## src/rtl/exc_commit.sv

```systemverilog
// exc_commit: writeback-stage exception/ERET commit unit with a timed pipeline flush.
// Define EXC_INT_EN to enable interrupt detection; otherwise interrupts are never taken.
`default_nettype none

module exc_commit #(
  parameter logic [31:0] EXC_VECTOR   = 32'hBFC0_0380,
  parameter int unsigned FLUSH_CYCLES = 2
) (
  input  logic        clk,
  input  logic        reset,
  input  logic        ws_valid,
  output logic        ws_allowin,
  input  logic [31:0] ws_pc,
  input  logic        ws_bd,
  input  logic [6:0]  ws_exc,
  input  logic [31:0] ws_badvaddr,
  input  logic        ws_eret,
  input  logic        c0_status_ie,
  input  logic        c0_status_exl,
  input  logic [7:0]  c0_status_im,
  input  logic [7:0]  c0_cause_ip,
  input  logic [31:0] c0_epc,
  output logic        wb_ex,
  output logic [4:0]  wb_excode,
  output logic        wb_bd,
  output logic [31:0] wb_pc,
  output logic [31:0] wb_badvaddr,
  output logic        eret_flush,
  output logic        flush,
  output logic [31:0] flush_pc
);

  localparam logic [0:0] S_IDLE  = 1'b0;
  localparam logic [0:0] S_FLUSH = 1'b1;
  localparam logic [3:0] CNT_LOAD = 4'(FLUSH_CYCLES - 1);

  logic [0:0]  state_q, state_d;
  logic [3:0]  cnt_q, cnt_d;
  logic        wb_ex_q, wb_ex_d;
  logic        eret_q, eret_d;
  logic [4:0]  excode_q, excode_d;
  logic        bd_q, bd_d;
  logic [31:0] pc_q, pc_d;
  logic [31:0] badv_q, badv_d;
  logic [31:0] fpc_q, fpc_d;

  logic        int_pending;
  logic        commit;
  logic        exc_any;
  logic        take_exc;
  logic        take_eret;
  logic [4:0]  excode_sel;
  logic        badv_upd;
  logic [31:0] badv_sel;

`ifdef EXC_INT_EN
  assign int_pending = c0_status_ie & ~c0_status_exl & |(c0_cause_ip & c0_status_im);
`else
  logic unused_c0;
  assign int_pending = 1'b0;
  assign unused_c0   = ^{c0_status_ie, c0_status_exl, c0_status_im, c0_cause_ip};
`endif

  assign ws_allowin = (state_q == S_IDLE);
  assign commit     = ws_valid & ws_allowin;
  assign exc_any    = int_pending | (|ws_exc);
  assign take_exc   = commit & exc_any;
  assign take_eret  = commit & ws_eret & ~exc_any;

  // Cause priority chain; badvaddr is only rewritten by address-error causes.
  always_comb begin
    excode_sel = 5'd0;
    badv_upd   = 1'b0;
    badv_sel   = ws_badvaddr;
    if (int_pending) begin
      excode_sel = 5'd0;
    end else if (ws_exc[0]) begin
      excode_sel = 5'd4;
      badv_upd   = 1'b1;
      badv_sel   = ws_pc;
    end else if (ws_exc[1]) begin
      excode_sel = 5'd10;
    end else if (ws_exc[2]) begin
      excode_sel = 5'd12;
    end else if (ws_exc[3]) begin
      excode_sel = 5'd8;
    end else if (ws_exc[4]) begin
      excode_sel = 5'd9;
    end else if (ws_exc[5]) begin
      excode_sel = 5'd4;
      badv_upd   = 1'b1;
    end else if (ws_exc[6]) begin
      excode_sel = 5'd5;
      badv_upd   = 1'b1;
    end
  end

  always_comb begin
    state_d  = state_q;
    cnt_d    = cnt_q;
    wb_ex_d  = 1'b0;
    eret_d   = 1'b0;
    excode_d = excode_q;
    bd_d     = bd_q;
    pc_d     = pc_q;
    badv_d   = badv_q;
    fpc_d    = fpc_q;
    case (state_q)
      S_IDLE: begin
        if (take_exc) begin
          state_d  = S_FLUSH;
          cnt_d    = CNT_LOAD;
          wb_ex_d  = 1'b1;
          excode_d = excode_sel;
          bd_d     = ws_bd;
          pc_d     = ws_pc;
          fpc_d    = EXC_VECTOR;
          if (badv_upd) badv_d = badv_sel;
        end else if (take_eret) begin
          state_d = S_FLUSH;
          cnt_d   = CNT_LOAD;
          eret_d  = 1'b1;
          fpc_d   = c0_epc;
        end
      end
      default: begin
        if (cnt_q == 4'd0) begin
          state_d = S_IDLE;
        end else begin
          cnt_d = cnt_q - 4'd1;
        end
      end
    endcase
  end

  always_ff @(posedge clk) begin
    if (reset) begin
      state_q  <= S_IDLE;
      cnt_q    <= 4'd0;
      wb_ex_q  <= 1'b0;
      eret_q   <= 1'b0;
      excode_q <= 5'd0;
      bd_q     <= 1'b0;
      pc_q     <= 32'd0;
      badv_q   <= 32'd0;
      fpc_q    <= 32'd0;
    end else begin
      state_q  <= state_d;
      cnt_q    <= cnt_d;
      wb_ex_q  <= wb_ex_d;
      eret_q   <= eret_d;
      excode_q <= excode_d;
      bd_q     <= bd_d;
      pc_q     <= pc_d;
      badv_q   <= badv_d;
      fpc_q    <= fpc_d;
    end
  end

  assign wb_ex       = wb_ex_q;
  assign eret_flush  = eret_q;
  assign wb_excode   = excode_q;
  assign wb_bd       = bd_q;
  assign wb_pc       = pc_q;
  assign wb_badvaddr = badv_q;
  assign flush       = (state_q == S_FLUSH);
  assign flush_pc    = fpc_q;

endmodule

`default_nettype wire

```

## config.mk

```make
export PLATFORM = sky130hd
export DESIGN_NAME = exc_commit
export DESIGN_NICKNAME = d
export VERILOG_FILES = /design/src/rtl/exc_commit.sv
export SDC_FILE = /design/constraint.sdc
export NUM_CORES = 1
export LEC_CHECK = 0
export ABC_AREA = 1
export CORE_ASPECT_RATIO = 0.75
export CORE_UTILIZATION = 44
export DETAILED_ROUTE_END_ITERATION = 7
export PLACE_DENSITY = 0.85
export SETUP_SLACK_MARGIN = 0.1
export SLEW_MARGIN = 20
export SYNTH_ARGS = -nofsm -noshare
export SYNTH_HDL_FRONTEND = slang
export SYNTH_SLANG_ARGS = --single-unit
```

## constraint.sdc

```tcl
create_clock -name clk -period 3.4 [get_ports clk]
set_clock_uncertainty 0.2 [all_clocks]
set_input_delay 0.68 -clock clk [delete_from_list [all_inputs] [get_ports clk]]
set_output_delay 0.68 -clock clk [all_outputs]
set_load 0.05 [all_outputs]
```

==> reports/results.ini, run 1 <==
[routing]
detail_route.vias_per_cell = 4.88
drc_errors = 0
drt-initial-drc-count = 206
route.antenna.remaining_nets = 0
drt-pass1-iter-count = 4
route.vias.total = 4925
drt-wirelength-per-cell_um = 14.2
wl_mm = 14.3

[floorplanning]
ios = 232
start_util = 0.464
floorplan.die.width_um = 124
core_area_um2 = 10600
die_h_um = 93.5
floorplan.rows = 32
design.die.area_um2 = 11600

[cells_and_area]
num_antenna_cells = 0
syn2layout_area_growth_pct = 50.1
drive_gt1_frac = 0.0813
n_fill_cell = 874
most_common_library_cell_in_the_layout_ignoring_fill_and_taps = sky130_fd_sc_hd__nand2_1
mostFrequentLayoutCells = 220 x sky130_fd_sc_hd__nand2_1, 212 x sky130_fd_sc_hd__clkdlybuf4s50_1, 108 x sky130_fd_sc_hd__dfxtp_1, 76 x sky130_fd_sc_hd__inv_1, 41 x sky130_fd_sc_hd__nor2_1
final_net_count = 996

[timing]
setup_viol = 0
worst_slack_ns = 0.767
final-max-slew-violation-count = 0
setup_total_neg_slack_ns = 0
tightestPinTransition_ns = 0.933
layout_worst_path_cycle_share = 0.774
report.final.hold_viol_count = 0
timing.fmax_ghz = 0.380
rsz_0062_raised_after_global_routing = no
minimum_clock_period_ns = 2.63
slew-limit-headroom = 0.376

[flow_run]
drv_cap = 0

[pwr]
power.combinational.fraction = 0.274
power_report.internal_total_mw = 2.40
net-switching-power_mw = 1.10
p_sw_frac = 0.314
power.clock.fraction = 0.326
sequentialPowerShare = 0.400
vdd.ir_drop.worst_uv = 280
static-leakage-power_nw = 3.19
power_per_cell_area_nw_per_um2 = 475

[cts]
clk-insertion-delay-late_ns = 0.34
cts-htree-levels = 3
cts_resized = 0
cts_tree = yes
worst_setup_hold_path_clk_slew_ns = 0.07
clock_net_sink_count = 108
hold_buffers = 0
clock_path_buffers = 2
cts-root-buf = sky130_fd_sc_hd__clkbuf_16
tritoncts.num_buffers = 9
postCtsSetupBuffers = 0

[synth]
synth_cells = 681
synth.yosys.warnings = 0
synth_seq_cells = 108
async_set_or_reset_flop_fraction_in_the_synthesized_netlist = 0
yosys.cell_types.count = 29
postSynth.topFlopCell = sky130_fd_sc_hd__dfxtp_1
synth_fp_nets = 808
synth_edf_count = 0
syn-mean-instance-area_um2 = 7.21
netlist_area_um2 = 4910
synth_sequential_area_ratio = 0.441

[global_route]
global_route_wire_length_before_repair_mm = 22.3
top_usage_layer = met2
grt_use_met1 = 0.332
grtUsageMet3 = 0.0701
globalRouteOverflowTotal = 0
globalRouteMet2Util = 0.388
track_usage = 0.246
grt_start_max_net_pins = 56
antenna_violations_before_repair = 0
grt_pass1_vias = 4519

[min_path]
hold_depth = 2
hp-start = flush_pc[10]
timing.hold.worst.class = reg -> reg
hold_end = flush_pc[10]

[placement]
io_buffers = 212
globalplace.congestion = 0.826
preCtsSetupSlack_ns = 0.397
dp_hpwl_mm = 9.76

[worst_setup_path]
cp.arrival_ns = 2.70
startpoint_type = input port
setup.reg_to_reg.worst_slack_ns = 1.18
r2r_end = flush_pc[11]
worst-r2r-cell-count = 7
crit_path_max_incr_delay_ns = 0.53
path_buf_inv = 2
crit_type = in -> reg
worst_path_max_delay_cell = sky130_fd_sc_hd__buf_4
critical_path_required_ns = 3.47
timing.critical_path.max_delay_family = buffers and inverters
critical_path.endpoint_type = flip-flop
worst-path-max-fanout = 55
cp_cell_sequence = clkdlybuf4s50_1 > nor2_4 > nand2_2 > o21ai_4 > buf_4 > nand2_4 > a21oi_2
critical_path.reg2reg.startpoint = flush

[run_status]
run_status = completed

[registers in the layout, summed over array words and instances, names as in the netlist]
name         cells
flush            1
cnt_q            4
wb_badvaddr     32
eret_flush       1
wb_bd            1
wb_excode        4
flush_pc        32
wb_ex            1
wb_pc           32
[per-layer routing]
metal  share of wire  vias up  wire (um)
met5               0        -          0
met4          0.0091        0        131
met3           0.084       12       1200
met2            0.45      171       6400
met1            0.46     2236       6590
li1                -     2506          -
[cell usage after synthesis, types with 2 or more instances]
library cell | number | area, um2
sky130_fd_sc_hd__nand2_1 | 220 | 826
sky130_fd_sc_hd__dfxtp_1 | 108 | 2160
sky130_fd_sc_hd__inv_1 | 76 | 285
sky130_fd_sc_hd__nor2_1 | 41 | 154
sky130_fd_sc_hd__nand3_1 | 40 | 200
sky130_fd_sc_hd__a21boi_0 | 32 | 240
sky130_fd_sc_hd__nand4_1 | 32 | 200
sky130_fd_sc_hd__a21oi_2 | 21 | 184
sky130_fd_sc_hd__a21oi_1 | 20 | 100
sky130_fd_sc_hd__buf_2 | 16 | 80.1
sky130_fd_sc_hd__clkbuf_1 | 16 | 60.1
sky130_fd_sc_hd__o21ai_0 | 15 | 75.1
sky130_fd_sc_hd__or2_2 | 13 | 81.3
sky130_fd_sc_hd__buf_6 | 7 | 78.8
sky130_fd_sc_hd__buf_1 | 3 | 11.3
sky130_fd_sc_hd__buf_4 | 3 | 22.5
sky130_fd_sc_hd__inv_2 | 3 | 11.3
sky130_fd_sc_hd__nand2_2 | 2 | 12.5
sky130_fd_sc_hd__nor2_4 | 2 | 22.5
sky130_fd_sc_hd__nor3_1 | 2 | 10.0
[worst reg2reg max path, stage by stage, from the launching register on]
cell and delay, ns:
sky130_fd_sc_hd__dfxtp_1 0.41, sky130_fd_sc_hd__inv_2 0.05, sky130_fd_sc_hd__nand2_1 0.12, sky130_fd_sc_hd__inv_2 0.15
sky130_fd_sc_hd__o21ai_4 0.11, sky130_fd_sc_hd__buf_4 0.53, sky130_fd_sc_hd__nand2_4 0.36, sky130_fd_sc_hd__a21oi_2 0.21
[how the worst max path moves through the flow]
stage / startpoint / endpoint / slack (ns) / cells past startpoint
final: ws_exc[0] / flush_pc[11] / 0.77 / 7
after global routing: ws_exc[0] / flush_pc[11] / 0.61 / 7
after CTS: ws_exc[0] / flush_pc[11] / 0.75 / 7
after detailed placement: ws_exc[0] / flush_pc[21] / 0.40 / 7
after global placement: ws_exc[0] / flush_pc[21] / 0.42 / 7
after floorplan: flush / flush_pc[22] / 1.37 / 7
[power groups by stage]
stage	clock network, mW	registers (mW)	logic (mW)
after global routing	1.22	1.41	1.03
after detailed placement	0	1.43	0.954
after CTS	1.16	1.40	0.960
final	1.14	1.40	0.956
after global placement	0	1.42	0.946
after floorplan	0	1.72	0.309
[metrics by stage]
| stage | cell area (um2) | hold WS [ns] | util | total power [mW] | cells |
|---|---|---|---|---|---|
| 2_1_floorplan | 4910 | 0.257 | - | 2.03 | 681 |
| 3_3_place_gp | 7040 | 0.256 | 0.666 | 2.37 | 994 |
| 3_5_place_dp | 7040 | 0.258 | 0.666 | 2.38 | 994 |
| 4_1_cts | 7360 | 0.270 | 0.697 | 3.52 | 1009 |
| 5_1_grt | 7360 | 0.284 | 0.697 | 3.65 | 1009 |
| 6_report | 7360 | 0.269 | 0.697 | 3.50 | 1009 |
[kinds of logic after synthesis]
group,share of synthesized area
AO/OA/AOI/OAI,0.125
XOR/XNOR,0.00179
adder cells (fa/ha/maj),0.00255
buffers and inverters,0.115
flip-flops,0.441
other,0.000764
AND/OR/NAND/NOR,0.314
[cell type report]
type                    count  area (um2)  share of cell area
clock buffers              11         253              0.0343
repair buffers            223        2230               0.303
multi-input cells         448        2180               0.296
well taps                 136         170              0.0231
inverters                  79         297              0.0403
clock inverters             4        72.6             0.00985
flip-flops and latches    108        2160               0.294
(Power assumes the default switching activity.)
==> run 2: changes to the inputs <==
CORE_UTILIZATION = 41   (was 44)
PLACE_DENSITY = 0.8   (was 0.85)
clock period = 2.7 ns   (was 3.4 ns; I/O delays follow)
==> reports/results.ini, run 2 (synthesis gave the netlist of run 1 again) <==
[run_status]
run_status = completed

[global_route]
globalRouteOverflowTotal = 0
global_route_wire_length_before_repair_mm = 23.0
antenna_violations_before_repair = 0
track_usage = 0.230
grt_start_max_net_pins = 49
grt_pass1_vias = 4636

[floorplanning]
floorplan.rows = 34
core_area_um2 = 11600
die_h_um = 96.7
design.die.area_um2 = 12400
ios = 232
floorplan.die.width_um = 128
start_util = 0.423

[worst_setup_path]
cp.arrival_ns = 1.62
startpoint_type = flip-flop
critical_path.endpoint_type = output pin
worst-path-max-fanout = 5
critical_path_required_ns = 1.96
critical_path.reg2reg.startpoint = flush
crit_type = reg -> out
cp_cell_sequence = clkdlybuf4s50_1
timing.critical_path.max_delay_family = buffers and inverters
path_buf_inv = 1
crit_path_max_incr_delay_ns = 0.84
worst_path_max_delay_cell = sky130_fd_sc_hd__clkdlybuf4s50_1
critical_path.startpoint = flush

[pwr]
power_per_cell_area_nw_per_um2 = 579
static-leakage-power_nw = 3.23
totalPowerFinal_mw = 4.32
vdd.ir_drop.worst_uv = 318

[cells_and_area]
n_fill_cell = 1036
mostFrequentLayoutCells = 220 x sky130_fd_sc_hd__nand2_1, 212 x sky130_fd_sc_hd__clkdlybuf4s50_1, 108 x sky130_fd_sc_hd__dfxtp_1, 76 x sky130_fd_sc_hd__inv_1, 41 x sky130_fd_sc_hd__nor2_1
final_net_count = 1005
syn2layout_area_growth_pct = 52.1
num_antenna_cells = 0
most_common_library_cell_in_the_layout_ignoring_fill_and_taps = sky130_fd_sc_hd__nand2_1
drive_gt1_frac = 0.0917

[routing]
drt-pass1-iter-count = 4
detail_route.vias_per_cell = 4.76
route.vias.total = 4970
drt-wirelength-per-cell_um = 13.5
route.antenna.remaining_nets = 0
drt-initial-drc-count = 225
drc_errors = 0
wl_mm = 14.1

[cts]
cts_tree = yes
worst_setup_hold_path_clk_slew_ns = 0.08
postCtsSetupBuffers = 0
hold_buffers = 0
clk-insertion-delay-late_ns = 0.34
tritoncts.num_buffers = 9
clock_net_sink_count = 108
cts-root-buf = sky130_fd_sc_hd__clkbuf_16
cts-htree-levels = 3
clock_path_buffers = 2
cts_resized = 0

[timing]
timing.fmax_ghz = 0.424
layout_worst_path_cycle_share = 0.874
final-max-slew-violation-count = 0
slew-limit-headroom = 0.522
rsz_0062_raised_after_global_routing = no
minimum_clock_period_ns = 2.36
report.final.hold_viol_count = 0
tightestPinTransition_ns = 0.717
setup_viol = 0
setup_total_neg_slack_ns = 0

[min_path]
hp-start = wb_pc[15]
timing.hold.worst.class = reg -> reg

[placement]
io_buffers = 212
globalplace.congestion = 0.785
dp_hpwl_mm = 9.98

[flow_run]
drv_cap = 0

==> run 2: per-stage QoR <==
step | hold slack [ns] | worst slack (ns) | area, um2 | cells | utilization
6_report | 0.270 | 0.341 | 7460 | 1045 | 0.643
5_1_grt | 0.292 | 0.197 | 7460 | 1045 | 0.643
4_1_cts | 0.273 | 0.320 | 7460 | 1045 | 0.643
3_5_place_dp | 0.259 | 0.0148 | 7160 | 1029 | 0.617
3_3_place_gp | 0.257 | 0.0826 | 7160 | 1029 | 0.617
2_1_floorplan | 0.257 | 0.674 | 4910 | 681 | -
==> run 2: layout make-up <==
cell class | instances | area, um2 | share of cell area
inverters | 79 | 297 | 0.0397
multi-input cells | 448 | 2180 | 0.292
flip-flops and latches | 108 | 2160 | 0.290
well taps | 162 | 203 | 0.0272
clock buffers | 9 | 225 | 0.0302
repair buffers | 232 | 2320 | 0.311
clock inverters | 7 | 73.8 | 0.00989
==> run 2: worst paths after layout <==
kind	to	slack (ns)	cells after the start
setup / recovery	flush	0.34	1
setup reg to reg	cnt_q[0]	0.88	8
hold reg to reg	wb_pc[15]	0.27	2
hold / removal	wb_pc[15]	0.27	2
==> run 2: layer usage <==
| layer | global-route usage | up-vias | routed length (um) |
|---|---|---|---|
| met4 | 0.0606 | 0 | 151 |
| met5 | 0 | - | 0 |
| li1 | - | 2532 | - |
| met3 | 0.0481 | 13 | 952 |
| met2 | 0.365 | 169 | 6380 |
| met1 | 0.317 | 2256 | 6590 |
==> run 2: power by group <==
group | internal, mW | switching (mW) | leakage, nW
Sequential | 1.70 | 0.0572 | 0.887
Combinational | 0.473 | 0.744 | 2.20
Clock | 0.725 | 0.615 | 0.146
Total | 2.90 | 1.42 | 3.23
